`config.mk`:
```
export PLATFORM = sky130hd
export DESIGN_NAME = ovl_hold_value_driver
export DESIGN_NICKNAME = d
export VERILOG_FILES = /design/src/rtl/ovl_hold_value_driver_pkg.sv /design/src/rtl/ovl_hold_len_calc.sv /design/src/rtl/ovl_hold_value_driver.sv
export SDC_FILE = /design/constraint.sdc
export NUM_CORES = 1
export LEC_CHECK = 0
export ABC_AREA = 1
export BUFFER_PORTS_ARGS = -buffer_cell sky130_fd_sc_hd__buf_2
export CAP_MARGIN = 25
export CORE_MARGIN = 8
export CORE_UTILIZATION = 49
export DETAILED_ROUTE_END_ITERATION = 16
export PLACE_DENSITY = 0.85
export SETUP_SLACK_MARGIN = 0.02
export SLEW_MARGIN = 40
export SYNTH_ARGS = -nofsm -noshare
export SYNTH_HDL_FRONTEND = slang
export SYNTH_SLANG_ARGS = --single-unit
```
`constraint.sdc`:
```
create_clock -name clock -period 1.5 [get_ports clock]
set_input_delay 0.3 -clock clock [delete_from_list [all_inputs] [get_ports clock]]
set_output_delay 0.3 -clock clock [all_outputs]
set_load 0.01 [all_outputs]
```
`src/rtl/ovl_hold_value_driver_pkg.sv`:
```
// Shared encodings for the OVL stimulus drivers: FSM state codes and error-injection codes.
package ovl_hold_value_driver_pkg;

    localparam int STATE_W = 2;

    localparam logic [STATE_W-1:0] ST_IDLE    = 2'd0;
    localparam logic [STATE_W-1:0] ST_HOLD    = 2'd1;
    localparam logic [STATE_W-1:0] ST_RELEASE = 2'd2;

    localparam logic [1:0] INJ_NONE  = 2'b00;
    localparam logic [1:0] INJ_SHORT = 2'b01;
    localparam logic [1:0] INJ_LONG  = 2'b10;

endpackage

```
`src/rtl/ovl_hold_len_calc.sv`:
```
// Combinational hold-length calculator: clamps the requested length into the legal window
// and, when asked and when representable, replaces it with a deliberately illegal length.
module ovl_hold_len_calc
    import ovl_hold_value_driver_pkg::*;
#(
    parameter int min       = 0,
    parameter int max       = 0,
    parameter int cnt_width = 8
)(
    input  logic [cnt_width-1:0] hold_len,
    input  logic [1:0]           inject_err,
    output logic [cnt_width-1:0] n_len,
    output logic                 injected
);

    localparam int MIN_EFF = (min < 1) ? 1 : min;
    localparam logic [cnt_width-1:0] MIN_C   = cnt_width'(MIN_EFF);
    localparam logic [cnt_width-1:0] MAX_C   = cnt_width'(max);
    localparam logic [cnt_width-1:0] SHORT_C = cnt_width'(min - 1);
    localparam logic [cnt_width-1:0] LONG_C  = cnt_width'(max + 1);
    localparam bit SHORT_OK = (min >= 2);
    // max+1 must still fit the counter, otherwise the too-long request degrades to legal
    localparam bit LONG_OK  = (max != 0) &&
                              ((longint'(max) + 1) <= ((longint'(1) << cnt_width) - 1));

    logic [cnt_width-1:0] len_lo;
    logic [cnt_width-1:0] len_legal;

    always_comb begin
        len_lo = (hold_len == '0) ? cnt_width'(1) : hold_len;
        if (len_lo < MIN_C)
            len_lo = MIN_C;
        len_legal = len_lo;
        if ((max != 0) && (len_lo > MAX_C))
            len_legal = MAX_C;

        n_len    = len_legal;
        injected = 1'b0;
        case (inject_err)
            INJ_SHORT: begin
                if (SHORT_OK) begin
                    n_len    = SHORT_C;
                    injected = 1'b1;
                end
            end
            INJ_LONG: begin
                if (LONG_OK) begin
                    n_len    = LONG_C;
                    injected = 1'b1;
                end
            end
            default: ;
        endcase
    end

endmodule

```
`src/rtl/ovl_hold_value_driver.sv`:
```
// Hold-value stimulus driver: holds a captured value for N cycles, then forces a transition
// away for one release cycle and pulses done.
//
//  state      | meaning
//  -----------+------------------------------------------------------------
//  ST_IDLE    | drive idle_value, wait for start
//  ST_HOLD    | drive captured value, cnt counts N..1
//  ST_RELEASE | drive captured idle_value (or ~value), done=1, one cycle
module ovl_hold_value_driver
    import ovl_hold_value_driver_pkg::*;
#(
    parameter int min         = 0,
    parameter int max         = 0,
    parameter int width       = 2,
    parameter int cnt_width   = 8,
    parameter int gating_type = 1
)(
    input  logic                 clock,
    input  logic                 reset,
    input  logic                 enable,
    input  logic                 start,
    input  logic [cnt_width-1:0] hold_len,
    input  logic [1:0]           inject_err,
    input  logic [width-1:0]     value,
    input  logic [width-1:0]     idle_value,
    output logic [width-1:0]     test_expr,
    output logic                 busy,
    output logic                 done,
    output logic                 injected
);

    logic [STATE_W-1:0]   state;
    logic [cnt_width-1:0] cnt;
    logic [width-1:0]     cap_value;
    logic [width-1:0]     cap_idle;
    logic [cnt_width-1:0] calc_n;
    logic                 calc_inj;
    logic                 clk_en;

    assign clk_en = (gating_type == 0) || enable;

    ovl_hold_len_calc #(
        .min       (min),
        .max       (max),
        .cnt_width (cnt_width)
    ) u_len_calc (
        .hold_len   (hold_len),
        .inject_err (inject_err),
        .n_len      (calc_n),
        .injected   (calc_inj)
    );

    always_ff @(posedge clock or posedge reset) begin
        if (reset) begin
            state     <= ST_IDLE;
            cnt       <= '0;
            cap_value <= '0;
            cap_idle  <= '0;
            test_expr <= '0;
            busy      <= 1'b0;
            done      <= 1'b0;
            injected  <= 1'b0;
        end else if (clk_en) begin
            case (state)
                ST_IDLE: begin
                    test_expr <= idle_value;
                    busy      <= 1'b0;
                    done      <= 1'b0;
                    injected  <= 1'b0;
                    if (start) begin
                        state     <= ST_HOLD;
                        cnt       <= calc_n;
                        cap_value <= value;
                        cap_idle  <= idle_value;
                        test_expr <= value;
                        busy      <= 1'b1;
                        injected  <= calc_inj;
                    end
                end
                ST_HOLD: begin
                    test_expr <= cap_value;
                    cnt       <= cnt - 1'b1;
                    if (cnt == cnt_width'(1)) begin
                        state <= ST_RELEASE;
                        done  <= 1'b1;
                        // the release must differ from the held value for the checker to see it
                        test_expr <= (cap_idle == cap_value) ? ~cap_value : cap_idle;
                    end
                end
                ST_RELEASE: begin
                    state     <= ST_IDLE;
                    test_expr <= idle_value;
                    busy      <= 1'b0;
                    done      <= 1'b0;
                    injected  <= 1'b0;
                end
                default: begin
                    state <= ST_IDLE;
                    busy  <= 1'b0;
                    done  <= 1'b0;
                end
            endcase
        end
    end

endmodule

```
Yosys cells after proc, flatten, opt, wreduce, memory -nomap -nowiden
Index checks and enable logic that the tools add are counted.
- $add $sub $neg: 1
- magnitude comparators: 1
- equal/unequal tests: 6
- muxes and demuxes: 15
- bitwise operators: 2
- reduce and logical (&&, ||, !) cells: 10
- operator list (kind ; count):
    two-way mux 8 bit ; 3
    case mux 8 bit (2 select lines) ; 1
    two-way mux 2 bit ; 5
    AND reduction 3 bit ; 3
    == test 8 x 1 -> 1 bit, second input constant ; 1
    zero test 8 bit ; 1
    less-than comparator 8 x 1 -> 1 bit, second input constant ; 1
    subtractor 8 x 1 -> 8 bit, second input constant ; 1
    case mux 2 bit (3 select lines) ; 1
    AND reduction 2 bit ; 3
    inequality test 2 bit, second input constant ; 2
    case mux 2 bit (2 select lines) ; 1
    two-way mux 1 bit ; 3
    nonzero test 3 bit ; 1
    == test 2 x 1 -> 1 bit, second input constant ; 1
    == test 2 bit ; 1
    == test 2 bit, second input constant ; 1
    zero test 2 bit ; 1
    inverter 2 bit ; 1
    case mux 1 bit (2 select lines) ; 1
    nonzero test 2 bit ; 1
    inverter 1 bit ; 1
- flip-flop bits (word level): 18
- input port bits: 18
- output and inout bits: 5
- logic and storage cells: 42

Longest topological paths before layout
- depth in word-level cells: 6
- gate-level depth with buffers: 9
- gate-level depth less buffers: 9

Modules after synthesis
From an unflattened synthesis, not the netlist that was laid out.
- cells, all modules: 196
- area, all modules: 1316.3 um^2
- modules (own cells, without submodules) (module ; times used ; cells an instance ; area each (um^2) ; seq. area each (um^2)):
    ovl_hold_value_driver ; 1 ; 179 ; 1247.4 ; 475.5
    ovl_hold_len_calc ; 1 ; 17 ; 68.8 ; 0.0

Worst setup path after synthesis
No wires, ideal clock.
- path kind: flip-flop to flip-flop
- from: register state[1]
- to: register cnt[5]
- setup time: 0.122 ns
- arrival: 1.230 ns
- data required time: 1.378 ns
- setup slack: 0.147 ns
- stages on the path, launching flop included: 10
- buffers on the path: 2
- period minus slack after synthesis: 1.353 ns
- path through: dfrtp_1 -> inv_1 -> ha_1 -> buf_2 -> nand3_1 -> o21ai_2 -> buf_4 -> nand2_1 -> nand2_1 -> o21ai_1
- word-level cells in the longest chain between the ends: 3
- elaborated cells on any way between the ends: 6
- classes of those cells: 2 x eq/ne; 1 x mux; 3 x reduce/logical
- ends and longest elaborated chain (item ; RTL line ; text):
    from (decl) ; ovl_hold_value_driver.sv:32 ; logic [STATE_W-1:0] state;
    from (signal assigned) ; ovl_hold_value_driver.sv:55 ; state <= ST_IDLE;
    from (signal assigned) ; ovl_hold_value_driver.sv:71 ; state <= ST_HOLD;
    from (signal assigned) ; ovl_hold_value_driver.sv:84 ; state <= ST_RELEASE;
    == test 2 x 1 -> 1 bit / zero test 2 bit (equally long branches) ; ovl_hold_value_driver.sv:64 ; case (state)
    nonzero test 2 bit (no line) / inequality test 2 bit (equally long branches) ; - ;
    AND reduction 3 bit (no line) ; - ;
    to (signal assigned) ; ovl_hold_value_driver.sv:72 ; cnt <= calc_n;
    to (signal assigned) ; ovl_hold_value_driver.sv:82 ; cnt <= cnt - 1'b1;
    to (decl) ; ovl_hold_value_driver.sv:33 ; logic [cnt_width-1:0] cnt;
Parallel ways exist; a longest one is shown, timed or not.
A chain may end at the register's enable or synchronous reset.

Worst setup path in the final report
- from: register state[1]
- to: register cnt[3]
Same word-level chain as after synthesis.

==> impl_metrics.csv <==
group,metric,value,unit
clock_tree,cts_buffers,3,
pwr,switching_power,1.25,mW
drt,vias,1147,
synthesis,syn-num-nets,190,
synthesis,synth_top_area_cell,"dfrtp_1",
clock_tree,root_buffer,"clkbuf_4",
cells_and_area,final_util,0.601,
cells_and_area,layout-drive-gt1-share,0.259,
clock_tree,cts_num_sinks,18,
global_route,grt_pass1_vias,1108,
synthesis,synth.cell_area,0.00121,sq mm
pwr,seq_power_share,0.335,
clock_tree,cts_tree,"yes",
synthesis,synth-seq-area-share,0.373,
global_route,grt_pass1_wl,4700,um
floorplanning,die_y,65.6,um
floorplanning,row_count,18,
floorplanning,core_area,0.00241,sq mm
pwr,peakVddDrop,1060,uV
drt,route.detailed.drc,0,
setup_path,crit_path_max_fanout,5,
placed_design,place_area,0.00137,sq mm
cells_and_area,diodes,0,
synthesis,ys_ff_latch,18,
timing,setup_tns,0,ps
drt,wirelength,2720,um
setup_path,cp-start-kind,"register",
global_route,grtUsageMet2,0.212,
setup_path,rr_endpoint,"cnt[3]",
pwr,powerDensity,1870,mW/mm^2
setup_path,path_cells,"inv_1, ha_4, nand2_2, o21ai_4, o21ai_0, o21bai_1, o21ai_1",
setup_path,path_class,"reg2reg",
status,outcome,"completed",
pwr,p_comb_frac,0.577,
synthesis,syn_area_per_cell,7.27,sq um
synthesis,synth_edf_count,0,
setup_path,cp-end-kind,"register",
timing,layout_min_cycle_time,1390,ps
global_route,grt_overflow,0,
pwr,switching_share,0.461,
placed_design,dpl.hpwl,2020,um
synthesis,synth_commonest_cells,"nand2_1, inv_1, dfrtp_1, o21ai_0, o21ai_1",
timing,fmax,0.720,GHz
setup_path,rrSetupSlack,110,ps
setup_path,cp.arrival,1620,ps
global_route,gr-usage-met3,0.0323,
placed_design,gp_congestion,0.861,
setup_path,reg2regPathDepth,7,
global_route,busiest_layer,"met2",
flow_run,maxCapViolCount,0,
clock_tree,clk_latency,290,ps
timing,worst_slack,111,ps
clock_tree,path_clk_slew,100,ps
timing,hold_viol_final,0,
synthesis,synth_flop_cell,"dfrtp_1",
timing,finClkSkew,5.53,ps
synthesis,ys_warn_count,0,
synthesis,synthCells,166,
floorplanning,fp.dieW,65.6,um
floorplanning,start_util,0.501,
setup_path,cp.required,1730,ps
clock_tree,ctsHoldBuffers,0,
timing,setup_violations,0,
timing,post-route-period-util,0.926,
cells_and_area,stdcell_area,0.00145,sq mm
drt,first_iter_violations,64,
clock_tree,clockBufferDepth,2,
global_route,grt_max_degree,19,
worst_hold_path,hold_class,"in2async",
pwr,pwr-share-clk,0.089,
placed_design,dp_cells,218,
synthesis,post-synth-top-count-cell,"nand2_1",
setup_path,r2r_start,"state[1]",
synthesis,netlist.area_leader.share,0.373,
cells_and_area,syn_to_final_growth,20.0,%
pwr,p_int,1.46,mW
setup_path,crit_slowest_cell,"dfrtp_1",
pwr,leakagePower,0.729,nW
floorplanning,die_area,0.00431,sq mm
setup_path,slowest_delay,390,ps
floorplanning,num_io_pins,23,
cells_and_area,final_cell_count_no_fill,223,
drt,drt_pass1_iterations,4,
timing,maxSlewViolCount,0,
drt,wire_per_inst,12.2,um
global_route,antenna_found_initial,0,
clock_tree,htree_levels,1,
synthesis,synth_cell_types,25,
drt,drtAntennaViolNets,0,
synthesis,synth-async-reset-ratio,1.00,
cells_and_area,num-fill-cells,241,
cells_and_area,nets,219,
synthesis,ys_top_cells_by_area,"dfrtp_1, nand2_1, inv_1",
drt,vias_per_cell,5.14,
global_route,use_met1,0.172,
global_route,grt_usage,0.133,
timing,rsz0062_at_grt,"no",
placed_design,place.port_buffers,19,
placed_design,place_ws,23.6,ps
[worst max-delay path: cells and delay by family, from the launching register on]
family / cells / cell delay (ps)
compound gates: 4 / 570
flops: 1 / 390
fa+ha+maj: 1 / 160
buf+inv: 1 / 130
simple gates: 1 / 80
[cells in the final DEF (no fill, tap or decap), types with 3 or more instances in the layout]
cell type and instances:
inv_1 20, buf_2 19, nand2_2 4, nand2_1 37, ha_1 4, o21ai_0 13, inv_2 4, dfrtp_1 18
clkbuf_4 3, nor2_1 10, o21ai_1 13, buf_4 7, a21oi_1 8, nand3_1 11
[metrics by stage]
step	total power, mW	hold slack, ps
after floorplan	1.92	239
after global placement	2.25	334
after detailed placement	2.29	335
after CTS	2.57	8.51
after global routing	3.01	41.7
final	2.71	3.95
[worst max-delay path by stage]
stage             start           end  slack [ps]  cells after the start
2_1_floorplan  state[1]        cnt[5]         150                      9
3_3_place_gp   state[0]        cnt[4]          60                      7
3_5_place_dp   state[0]        cnt[4]          20                      7
4_1_cts        state[0]        cnt[6]          40                      7
5_1_grt          cnt[1]  test_expr[1]          20                      9
6_report       state[1]        cnt[3]         110                      7
[state kept, by name (all words and copies together), names as in the netlist]
signal and cells:
state 2, cap_idle 2, busy 1, done 1, cap_value 2, cnt 8, test_expr 2
[power by group through the flow]
stage	Sequential [mW]	Combinational (mW)	Clock (mW)
2_1_floorplan	0.901	1.02	0
3_3_place_gp	0.907	1.34	0
3_5_place_dp	0.912	1.38	0
4_1_cts	0.896	1.43	0.247
5_1_grt	0.942	1.80	0.268
6_report	0.907	1.56	0.241
[per-layer routing]
layer	part of all wire	wire length, um
met1	0.49	1320
met2	0.45	1220
met3	0.053	144
met4	0.014	38
met5	0	0
[layout make-up]
cell class | instances | area [sq um] | area share
Clock buffer | 3 | 22.5 | 0.0156
Timing Repair Buffer | 28 | 170 | 0.118
Tap cell | 30 | 37.5 | 0.0259
Multi-Input combinational cell | 120 | 677 | 0.468
Sequential cell | 18 | 450 | 0.311
Inverter | 24 | 90.1 | 0.0622
[kinds of logic (layout without fill, tap and decap cells)]
kind of cell	after synthesis	in the layout	synth area share
mux	1	1	0.00830
compound gates	40	40	0.180
other cells	1	1	0.00311
flops	18	18	0.373
simple gates	70	70	0.262
buf+inv	28	55	0.0954
xor+xnor	2	2	0.0145
fa+ha+maj	6	6	0.0622
[timing repair]
action / 4_1_cts / 5_1_grt
endpoints found under the setup margin: 2 / 8
endpoints found under the hold margin: 0 / 0
buffers inserted: 1 / 1
pin swaps: 1 / 2
gates resized for setup: 2 / 10
(Power assumes the default switching activity.)
